===== config.mk =====
export PLATFORM = sky130hd
export DESIGN_NAME = apb_regbank
export DESIGN_NICKNAME = d
export VERILOG_FILES = /design/src/rtl/apb_regbank.sv
export SDC_FILE = /design/constraint.sdc
export NUM_CORES = 1
export LEC_CHECK = 0
export BUFFER_PORTS_ARGS = -buffer_cell sky130_fd_sc_hd__buf_2
export CAP_MARGIN = 40
export CORE_UTILIZATION = 53
export CTS_BUF_LIST = sky130_fd_sc_hd__clkbuf_4
export DETAILED_ROUTE_END_ITERATION = 10
export HOLD_SLACK_MARGIN = 0.12
export MAX_ROUTING_LAYER = met4
export PLACE_DENSITY = 0.83
export SYNTH_ARGS = -nofsm -noshare
export SYNTH_HDL_FRONTEND = slang
export SYNTH_SLANG_ARGS = --single-unit

===== constraint.sdc =====
create_clock -name PCLK -period 4.35 [get_ports PCLK]
set_input_delay 0.435 -clock PCLK [delete_from_list [all_inputs] [get_ports PCLK]]
set_output_delay 0.435 -clock PCLK [all_outputs]
set_load 0.01 [all_outputs]

===== src/rtl/apb_regbank.sv =====
// APB slave register bank: NUM_REGS word-addressed registers with a programmable
// number of wait states, address/alignment error reporting and registered outputs.
module apb_regbank #(
    parameter int DATA_WIDTH  = 8,
    parameter int NUM_REGS    = 16,
    parameter int ADDR_WIDTH  = 8,
    parameter int WAIT_STATES = 0
) (
    input  logic                  PCLK,
    input  logic                  PRESET,
    input  logic                  PSEL,
    input  logic                  PENABLE,
    input  logic                  PWRITE,
    input  logic [ADDR_WIDTH-1:0] PADDR,
    input  logic [DATA_WIDTH-1:0] PWDATA,
    output logic [DATA_WIDTH-1:0] PRDATA,
    output logic                  PREADY,
    output logic                  PSLVERR,
    output logic [1:0]            dbg_state
);
    // Handshake: a transfer starts on a setup cycle (PSEL=1, PENABLE=0) seen in IDLE;
    // it completes in the single cycle where PREADY=1 (DONE), where PSLVERR and
    // PRDATA are valid. PSEL dropping before DONE abandons the transfer.
    localparam int IW = ADDR_WIDTH - 2;

    typedef enum logic [1:0] {
        S_IDLE = 2'd0,
        S_WAIT = 2'd1,
        S_DONE = 2'd2
    } state_t;

    if (WAIT_STATES < 0 || WAIT_STATES > 15) begin : g_bad_wait_states
        $error("apb_regbank: WAIT_STATES must be in 0..15");
    end

    state_t                state_q, state_d;
    logic [3:0]            cnt_q, cnt_d;
    logic [IW-1:0]         idx_q, idx_d;
    logic                  write_q, write_d;
    logic [DATA_WIDTH-1:0] wdata_q, wdata_d;
    logic                  err_q, err_d;
    logic [DATA_WIDTH-1:0] prdata_q, prdata_d;
    logic                  pready_q, pready_d;
    logic                  pslverr_q, pslverr_d;
    logic [DATA_WIDTH-1:0] regs_q [NUM_REGS];
    logic [DATA_WIDTH-1:0] regs_d [NUM_REGS];

    logic                  setup_err;
    logic                  fin;
    logic [IW-1:0]         f_idx;
    logic                  f_write;
    logic [DATA_WIDTH-1:0] f_wdata;
    logic                  f_err;
    logic [DATA_WIDTH-1:0] rd_val;

    assign setup_err = (PADDR[1:0] != 2'b00) ||
                       (32'(PADDR[ADDR_WIDTH-1:2]) >= 32'(NUM_REGS));

    // fin marks the DONE-entry edge; with no wait states the setup inputs are used
    // directly because the latched copies are not yet visible on that edge.
    always_comb begin
        state_d = state_q;
        cnt_d   = cnt_q;
        idx_d   = idx_q;
        write_d = write_q;
        wdata_d = wdata_q;
        err_d   = err_q;
        fin     = 1'b0;
        f_idx   = idx_q;
        f_write = write_q;
        f_wdata = wdata_q;
        f_err   = err_q;
        case (state_q)
            S_IDLE: begin
                if (PSEL && !PENABLE) begin
                    idx_d   = PADDR[ADDR_WIDTH-1:2];
                    write_d = PWRITE;
                    wdata_d = PWDATA;
                    err_d   = setup_err;
                    cnt_d   = 4'(WAIT_STATES);
                    if (WAIT_STATES == 0) begin
                        state_d = S_DONE;
                        fin     = 1'b1;
                        f_idx   = PADDR[ADDR_WIDTH-1:2];
                        f_write = PWRITE;
                        f_wdata = PWDATA;
                        f_err   = setup_err;
                    end else begin
                        state_d = S_WAIT;
                    end
                end
            end
            S_WAIT: begin
                if (!PSEL) begin
                    state_d = S_IDLE;
                    cnt_d   = '0;
                end else if (PENABLE) begin
                    cnt_d = cnt_q - 4'd1;
                    if (cnt_q == 4'd1) begin
                        state_d = S_DONE;
                        fin     = 1'b1;
                    end
                end
            end
            S_DONE:  state_d = S_IDLE;
            default: state_d = S_IDLE;
        endcase
    end

    always_comb begin
        regs_d = regs_q;
        rd_val = '0;
        for (int i = 0; i < NUM_REGS; i++) begin
            if (f_idx == IW'(i)) begin
                rd_val = regs_q[i];
                if (fin && f_write && !f_err) begin
                    regs_d[i] = f_wdata;
                end
            end
        end
        pready_d  = fin;
        pslverr_d = fin && f_err;
        prdata_d  = (fin && !f_write && !f_err) ? rd_val : '0;
    end

    always_ff @(posedge PCLK or posedge PRESET) begin
        if (PRESET) begin
            state_q   <= S_IDLE;
            cnt_q     <= '0;
            idx_q     <= '0;
            write_q   <= 1'b0;
            wdata_q   <= '0;
            err_q     <= 1'b0;
            prdata_q  <= '0;
            pready_q  <= 1'b0;
            pslverr_q <= 1'b0;
            for (int i = 0; i < NUM_REGS; i++) begin
                regs_q[i] <= '0;
            end
        end else begin
            state_q   <= state_d;
            cnt_q     <= cnt_d;
            idx_q     <= idx_d;
            write_q   <= write_d;
            wdata_q   <= wdata_d;
            err_q     <= err_d;
            prdata_q  <= prdata_d;
            pready_q  <= pready_d;
            pslverr_q <= pslverr_d;
            regs_q    <= regs_d;
        end
    end

    assign PRDATA    = prdata_q;
    assign PREADY    = pready_q;
    assign PSLVERR   = pslverr_q;
    assign dbg_state = state_q;

endmodule


==> results.json <==
{
  "syn_to_final_growth_pct": 7.96,
  "ys_top_cells_by_count": "153 x dfrtp_1, 147 x nor2_1, 131 x a21oi_1, 57 x nand2_1, 16 x o21ai_0",
  "max_cap_viol_count": 0,
  "ys_warn_count": 0,
  "worst_path_max_delay_cell": "or3b_2",
  "syn-num-nets": 767,
  "fillers": 1119,
  "worst_pin_slew_ps": 887,
  "finClkSkew_ps": 25.7,
  "grt_pass1_wl_microns": 29800,
  "cts_max_path_buffers": 2,
  "clock_sinks": 153,
  "drc": 0,
  "hold_slack_ps": 147,
  "root_buffer": "clkbuf_4",
  "synth_area_leaders": "dfrtp_1 52%, a21oi_1 8.9%, nor2_1 7.5%, nand2_1 2.9%, nor3_4 2.2%",
  "startpoint_type": "register",
  "crit_required_ps": 4810,
  "antenna_found_initial": 1,
  "syn_avg_cell_area_sq_um": 9.87,
  "hpwl_microns": 12400,
  "regArea_sq_um": 3830,
  "synth_most_common_cell": "dfrtp_1",
  "cp_cell_sequence": "or3b_2 > mux2i_4 > buf_4 > mux2i_1 > o2bb2ai_1 > a2111oi_4 > a22oi_2 > o221a_1",
  "io_pins": 33,
  "cts_tree": "yes",
  "critical_path.max_fanout": 31,
  "wire_per_inst_microns": 19.2,
  "finalSetupTns_ps": 0,
  "period_minus_slack_ps": 3250,
  "synth_area_sq_um": 7360,
  "overflow": 0,
  "min_path_type": "primary input to register",
  "ys.flop_type": "dfrtp_1",
  "grt_pass1_vias": 5440,
  "start_util_pct": 54.9,
  "synthArstFlopShare_pct": 100,
  "gp_congestion": 1.00,
  "grt_max_degree": 154,
  "ant_nets": 0,
  "crit_type": "register to register",
  "die_h_microns": 120,
  "multi_input_area_sq_um": 3120,
  "yosysUniqueCellTypes": 74,
  "htree_num_levels": 4,
  "period_share_pct": 74.7,
  "routed_wl_microns": 18400,
  "vias": 5877,
  "portBuffers": 31,
  "layout-drive-gt1-share_pct": 15.5,
  "synth_top_area_share_pct": 52.0,
  "critPathArrivalTime_ps": 3710,
  "fmax_ghz": 0.308,
  "num_rows": 42,
  "path_buf_inv": 1,
  "final-hold-violation-count": 0,
  "die_x_microns": 120,
  "slew_violations": 0,
  "p_total_w": 0.00304,
  "p_leak_nw": 3.71,
  "synth.ff_latch_count": 153,
  "synth-edff-count": 0,
  "slew_headroom_pct": 40.9,
  "fp.dieArea_sq_um": 14400,
  "endpoint_kind": "register",
  "crit_path_max_incr_delay_ps": 800,
  "rsz0062_at_grt": "false",
  "synthCells": 746,
  "core-area_sq_um": 13400,
  "clock_latency_ps": 580,
  "final_net_count": 790,
  "setup_violations": 0,
  "grt_usage_pct": 28.3,
  "first_pass_iters": 6,
  "status": "completed",
  "seq_area_frac_synth_pct": 52.0,
  "yosys.area.top_type": "dfrtp_1",
  "numCtsBuffers": 17,
  "vias_per_cell": 6.13,
  "cts_resized": 0,
  "drtIter0Drc": 770,
  "powerDensity_nw_per_um2": 383,
  "ir_worst_vdd_v": 0.000168,
  "path_delay_family": "simple AND/OR/NAND/NOR gates",
  "clkSlewWorstSetupHoldPaths_ps": 130
}
## path summary, 6_finish.rpt
kind	from	to	slack [ps]	cells after the start
min reg2reg	regs_q[60]	regs_q[60]	500	2
max in group asynchronous	PRESET	PSLVERR	3090	4
min	PWDATA[1]	wdata_q[1]	150	3
min in group asynchronous	PRESET	regs_q[94]	600	4
max reg2reg	dbg_state[1]	PRDATA[1]	1100	8
max	dbg_state[1]	PRDATA[1]	1100	8
## state kept, by name, summed over array words and instances, names as in the netlist
| signal | flops |
|---|---|
| wdata_q | 8 |
| regs_q | 128 |
| PSLVERR | 1 |
| dbg_state | 1 |
| idx_q | 6 |
| PREADY | 1 |
| PRDATA | 8 |
## cell families (layout without fill, tap and decap cells)
| kind of cell | after synthesis | in the layout | synth area share [%] |
|---|---|---|---|
| and+or+nand+nor | 279 | 279 | 19.2 |
| buffers and inverters | 64 | 100 | 5.63 |
| other | 1 | 2 | 0.0510 |
| muxes | 20 | 20 | 3.45 |
| DFF | 153 | 153 | 52.0 |
| AOI/OAI and AO/OA | 229 | 229 | 19.7 |
## metrics by stage
| stage | instances | area [sq um] | worst slack (ps) | utilization, % |
|---|---|---|---|---|
| after floorplan | 746 | 7360 | 1760 | - |
| after global placement | 918 | 7500 | 1020 | 56.0 |
| after detailed placement | 919 | 7510 | 952 | 56.0 |
| after CTS | 957 | 7930 | 1130 | 59.2 |
| after global routing | 959 | 7950 | 841 | 59.3 |
| final | 959 | 7950 | 1100 | 59.3 |
## report_power, final
part / leakage, nW / switching (W) / internal [W]
logic: 1.42 / 0.000327 / 0.000133
registers: 2.10 / 0.0000373 / 0.00147
clock network: 0.182 / 0.000507 / 0.000571
total: 3.71 / 0.000871 / 0.00217
## layout make-up
| cell class | count | area share [%] |
|---|---|---|
| flip-flops and latches | 153 | 48.2 |
| clock buffers | 18 | 1.70 |
| well taps | 176 | 2.77 |
| diodes | 1 | 0.0315 |
| repair buffers | 51 | 4.22 |
| inverters | 17 | 0.945 |
| multi-input cells | 529 | 39.3 |
| clock inverters | 14 | 2.87 |
## layer usage
layer	routed length, microns	global-route usage (%)
met5	0	-
met3	1710	5.70
met2	8070	39.5
met1	8080	40.7
met4	550	11.3
## tightest hold or removal path, delay by kind of cell
family | cells | cell delay [ps]
mux | 1 | 100
buf+inv | 2 | 160
## layout by cell type, fill, tap and decap left out, types with 4 or more instances in the layout
cell type,synthesis,final
nor2_1,147,147
inv_1,15,14
nor3_4,10,10
o2bb2ai_1,5,5
nand3_1,9,9
nor2b_1,4,4
mux2i_1,12,11
a21oi_2,7,7
nand4_1,4,4
o22ai_1,7,7
a211o_1,5,5
buf_2,12,31
bufinv_16,0,6
nor2_4,4,4
clkinv_1,0,4
dlygate4sd3_1,0,7
o31a_1,4,4
nand2_1,57,57
a22oi_1,14,14
o21ai_0,16,16
a21oi_1,131,131
nand2b_1,4,4
nor4_1,4,4
buf_4,14,12
clkbuf_4,0,18
dfrtp_1,153,153
nor3_1,8,8
## what timing repair did
| action | 4_1_cts | 5_1_grt |
|---|---|---|
| setup buffers | 0 | 0 |
| endpoints found under the hold margin | 6 | 1 |
| hold buffers | 6 | 1 |
No activity file was read; power rests on OpenSTA's default activity.
